==> src/rtl/comb_bist_ctrl.sv <==
// LFSR/MISR BIST sequencer for a combinational netlist under test.
// Define GOLDEN_CMP_EN to add the golden-signature comparator (golden_i / pass_o).
module comb_bist_ctrl #(
  parameter int unsigned     IN_W   = 8,
  parameter int unsigned     OUT_W  = 4,
  parameter int unsigned     NPAT   = 255,
  parameter int unsigned     SETTLE = 2,
  parameter logic [IN_W-1:0] SEED   = IN_W'(1),
  parameter logic [IN_W-1:0] POLY   = IN_W'(8'hB8),
  parameter logic [OUT_W-1:0] POLY_M = OUT_W'(4'hC)
) (
  input  logic             clk_i,
  input  logic             rst_i,
  input  logic             start_i,
  input  logic [OUT_W-1:0] resp_i,
`ifdef GOLDEN_CMP_EN
  input  logic [OUT_W-1:0] golden_i,
  output logic             pass_o,
`endif
  output logic [IN_W-1:0]  pat_o,
  output logic             busy_o,
  output logic             done_o,
  output logic [OUT_W-1:0] sig_o,
  output logic [15:0]      pcnt_o
);

  localparam int unsigned CntW = (SETTLE > 1) ? $clog2(SETTLE) : 1;
  localparam logic [CntW-1:0] CntLast = CntW'(SETTLE - 1);
  localparam logic [15:0] PatLast = 16'(NPAT);

  typedef enum logic [1:0] {StIdle, StHold, StCapture, StFin} state_e;

  state_e           state_q, state_d;
  logic [IN_W-1:0]  pat_q, pat_d;
  logic [OUT_W-1:0] sig_q, sig_d;
  logic [15:0]      pcnt_q, pcnt_d;
  logic [CntW-1:0]  cnt_q, cnt_d;

  logic [IN_W-1:0]  lfsr_next;
  logic [OUT_W-1:0] misr_next;

  assign lfsr_next = {pat_q[IN_W-2:0], ^(pat_q & POLY)};
  assign misr_next = {sig_q[OUT_W-2:0], ^(sig_q & POLY_M)} ^ resp_i;

  always_comb begin
    state_d = state_q;
    pat_d   = pat_q;
    sig_d   = sig_q;
    pcnt_d  = pcnt_q;
    cnt_d   = cnt_q;
    case (state_q)
      StIdle: begin
        if (start_i) begin
          pat_d   = SEED;
          sig_d   = '0;
          pcnt_d  = '0;
          cnt_d   = '0;
          state_d = StHold;
        end
      end
      StHold: begin
        if (cnt_q == CntLast) begin
          state_d = StCapture;
        end else begin
          cnt_d = cnt_q + CntW'(1);
        end
      end
      StCapture: begin
        sig_d  = misr_next;
        pcnt_d = pcnt_q + 16'd1;
        // The last pattern is left on the NUT; the LFSR only steps between patterns.
        if (pcnt_d == PatLast) begin
          state_d = StFin;
        end else begin
          pat_d   = lfsr_next;
          cnt_d   = '0;
          state_d = StHold;
        end
      end
      StFin:   state_d = StIdle;
      default: state_d = StIdle;
    endcase
  end

  always_ff @(posedge clk_i or posedge rst_i) begin
    if (rst_i) begin
      state_q <= StIdle;
      pat_q   <= SEED;
      sig_q   <= '0;
      pcnt_q  <= '0;
      cnt_q   <= '0;
    end else begin
      state_q <= state_d;
      pat_q   <= pat_d;
      sig_q   <= sig_d;
      pcnt_q  <= pcnt_d;
      cnt_q   <= cnt_d;
    end
  end

`ifdef GOLDEN_CMP_EN
  logic pass_q, pass_d;

  always_comb begin
    pass_d = pass_q;
    if (state_q == StIdle && start_i) begin
      pass_d = 1'b0;
    end else if (state_q == StFin) begin
      pass_d = (sig_q == golden_i);
    end
  end

  always_ff @(posedge clk_i or posedge rst_i) begin
    if (rst_i) begin
      pass_q <= 1'b0;
    end else begin
      pass_q <= pass_d;
    end
  end

  assign pass_o = pass_q;
`endif

  assign pat_o  = pat_q;
  assign sig_o  = sig_q;
  assign pcnt_o = pcnt_q;
  assign busy_o = (state_q == StHold) || (state_q == StCapture);
  assign done_o = (state_q == StFin);

endmodule
==> config.mk <==
export PLATFORM = sky130hd
export DESIGN_NAME = comb_bist_ctrl
export DESIGN_NICKNAME = d
export VERILOG_FILES = /design/src/rtl/comb_bist_ctrl.sv
export SDC_FILE = /design/constraint.sdc
export NUM_CORES = 1
export LEC_CHECK = 0
export ABC_AREA = 1
export CAP_MARGIN = 10
export CORE_MARGIN = 4
export CORE_UTILIZATION = 55
export DETAILED_ROUTE_END_ITERATION = 16
export GPL_TIMING_DRIVEN = 0
export PLACE_DENSITY = 0.85
export REMOVE_ABC_BUFFERS = 1
export SETUP_SLACK_MARGIN = 0.4
export SYNTH_ARGS = -nofsm -noshare
export SYNTH_HDL_FRONTEND = slang
export SYNTH_SLANG_ARGS = --single-unit
export TNS_END_PERCENT = 10
==> constraint.sdc <==
create_clock -name clk_i -period 4.1 [get_ports clk_i]
set_input_delay 0.41 -clock clk_i [delete_from_list [all_inputs] [get_ports clk_i]]
set_output_delay 0.41 -clock clk_i [all_outputs]
set_load 0.01 [all_outputs]
==> out/metrics.cfg <==
[place]
hpwl_um=3000
placed_cell_area_sq_um=2200
io_buffers=36
gp_congestion=0.829
placed_cells=318

[synth]
syn_avg_cell_area_sq_um=7.46
yosys.area.top_type=dfrtp_1
ys_seq_area_frac=0.429
synth_edf_count=0
synthTopCellsByCount=nand2_1 (70), dfrtp_1 (30), inv_1 (28)
yosysWarnings=0
ys_seq_elements=31
synth_area_leaders=dfrtp_1 (41%), nand2_1 (15%), o21ai_0 (6.4%), inv_1 (5.8%), nor2_1 (5.4%)
yosysMostFrequentCell=nand2_1
synthArstFlopShare=1.00
yosys.area.top_type_share=0.414
ys_types=24
yosys_most_used_dff=dfrtp_1
netlist_area_sq_um=1810
syn_inst=243

[cells_and_area]
diodes=0
drive_gt1_frac=0.0739
final_cells=328
final_area_sq_um=2320
nets=296
area_growth_pct=28.0

[die]
die_area_sq_um=4280
start_util=0.584
core_area_sq_um=3100
num_rows=20
die_w_um=65.4
die_y_um=65.4
boundaryPins=37

[sta]
max_freq_mhz=440
setup_tns_ps=0
finalCriticalPeriod_ps=2270
finClkSkew_ps=20.8
fin_hold_ws_ps=337
slew_viol_final=0
worst_slew_pin_slew_ps=787
hold_viol_final=0
maxSlewHeadroom=0.473
rsz0062_at_grt=no
finalSetupViolCount=0
timing.final.crit_share=0.555

[worst_setup_path]
startpoint_type=register
required_ps=4370
worstPathArrival_ps=2540
critPathMaxFanout=12
end_kind=register
criticalPathCategory=register to register

[global_routing]
grt_pass1_vias=1688
grtUsageTotal=0.224
grt_max_degree=32
antenna_found_initial=0
grt_first_pass_wirelength_um=7360
grt-ovfl-total=0

[clocking]
postCtsSetupBuffers=0
clk_path_buf_depth=2
clock-sinks=31
hold_buffers=0
cts_tree=built
post_cts_resized=0
path_clk_slew_ps=110
cts_made_buffers=5
cts-htree-levels=2
root_buffer=clkbuf_4
insertion_delay_ps=350

[power]
totalPowerFinal_w=0.00127
ir_drop_mv=0.419
pwr-share-comb=0.443
switching_power_w=0.000515
p_leak_nw=1.05
p_int_w=0.000759
p_per_area_nw_per_um2=550
p_clk_frac=0.201
netSwitchingFraction=0.404
power_frac_seq=0.356

[detailed_routing]
vias_per_cell=5.21
first_iter_violations=150
wl_um=4290
dr.pass1.iters=5
drc_errors=0
wl_per_cell_um=13.1
dr_total_vias=1708
ant_nets=0

[flow_run]
cap_violations=0

[hold_path]
hold_class=input port to asynchronous set/reset pin

[status]
status=finished clean

[path summary, 6_finish.rpt]
path / from / endpoint / slack [ps] / depth (start not counted)
max: state_q[0]$_DFFE_PP0P_ / sig_o[1]$_DFFE_PP0P_ / 1830 / 7
max reg2reg: state_q[0]$_DFFE_PP0P_ / sig_o[1]$_DFFE_PP0P_ / 1830 / 7
min: rst_i / pcnt_o[15]$_DFFE_PP0P_ / 340 / 2
min in group clk_i: cnt_q$_DFFE_PP0P_ / cnt_q$_DFFE_PP0P_ / 490 / 2
max in group asynchronous: rst_i / pat_o[0]$_DFFE_PP1P_ / 3230 / 3
min reg2reg: cnt_q$_DFFE_PP0P_ / cnt_q$_DFFE_PP0P_ / 490 / 2
[cell families (layout without fill, tap and decap cells)]
logic type      count (synthesis)  in the layout  synth area share
simple gates                  127            127             0.298
flops                          31             31             0.429
fa+ha+maj                       6              6            0.0414
compound gates                 37             37             0.113
buf+inv                        33             74            0.0746
xor+xnor                        9              9            0.0435
[power by group through the flow]
stage / combinational (W) / sequential, W / clock, W
after floorplan: 0.000311 / 0.000467 / 0
after global placement: 0.000538 / 0.000456 / 0
after detailed placement: 0.000550 / 0.000457 / 0
after CTS: 0.000552 / 0.000452 / 0.000258
after global routing: 0.000634 / 0.000466 / 0.000271
final: 0.000565 / 0.000454 / 0.000256
[flip-flops by register name (all words and copies together), names as in the netlist]
register and count:
pcnt_o 16, state_q 2, cnt_q 1, pat_o 8, sig_o 4
[routing by layer]
layer	track usage	part of all wire	vias up
li1	-	-	856
met2	0.370	0.48	49
met1	0.286	0.45	793
met5	0	0	-
met3	0.0547	0.050	10
met4	0.0803	0.013	0
[critical path, stage by stage, from the launching register on]
cell and delay (ps):
dfrtp_1 410, inv_1 90, ha_1 210, inv_1 70, nor2_1 120, nor2_1 630, inv_1 420, o21ai_0 250
[per-stage QoR]
step	setup WS (ps)	utilization
2_1_floorplan	2250	-
3_5_place_dp	1520	0.708
4_1_cts	1650	0.736
3_3_place_gp	1500	0.708
5_1_grt	1490	0.747
6_report	1830	0.747
[cell usage in the layout (no fill, tap or decap), types with 2 or more instances in the layout]
cell type,synthesis,routed
a21oi_1,3,3
clkbuf_4,0,5
clkdlybuf4s50_1,0,36
dfrtp_1,30,30
ha_1,6,6
inv_1,28,28
nand2_1,70,70
nand2_2,4,4
nand3_1,17,17
nand4_1,3,3
nor2_1,26,26
nor2_2,2,2
nor2_4,2,2
nor3_1,2,2
o21ai_0,23,23
o22ai_1,8,8
xnor2_1,5,5
xor2_1,4,4
[final cells by class]
class                   count  area, sq um
clock buffers               6         51.3
clock inverters             2         35.0
fillers                   249          785
inverters                  28          105
multi-input cells         179          900
flip-flops and latches     31          777
well taps                  44         55.1
repair buffers             38          395
No activity file was read; power rests on OpenSTA's default activity.
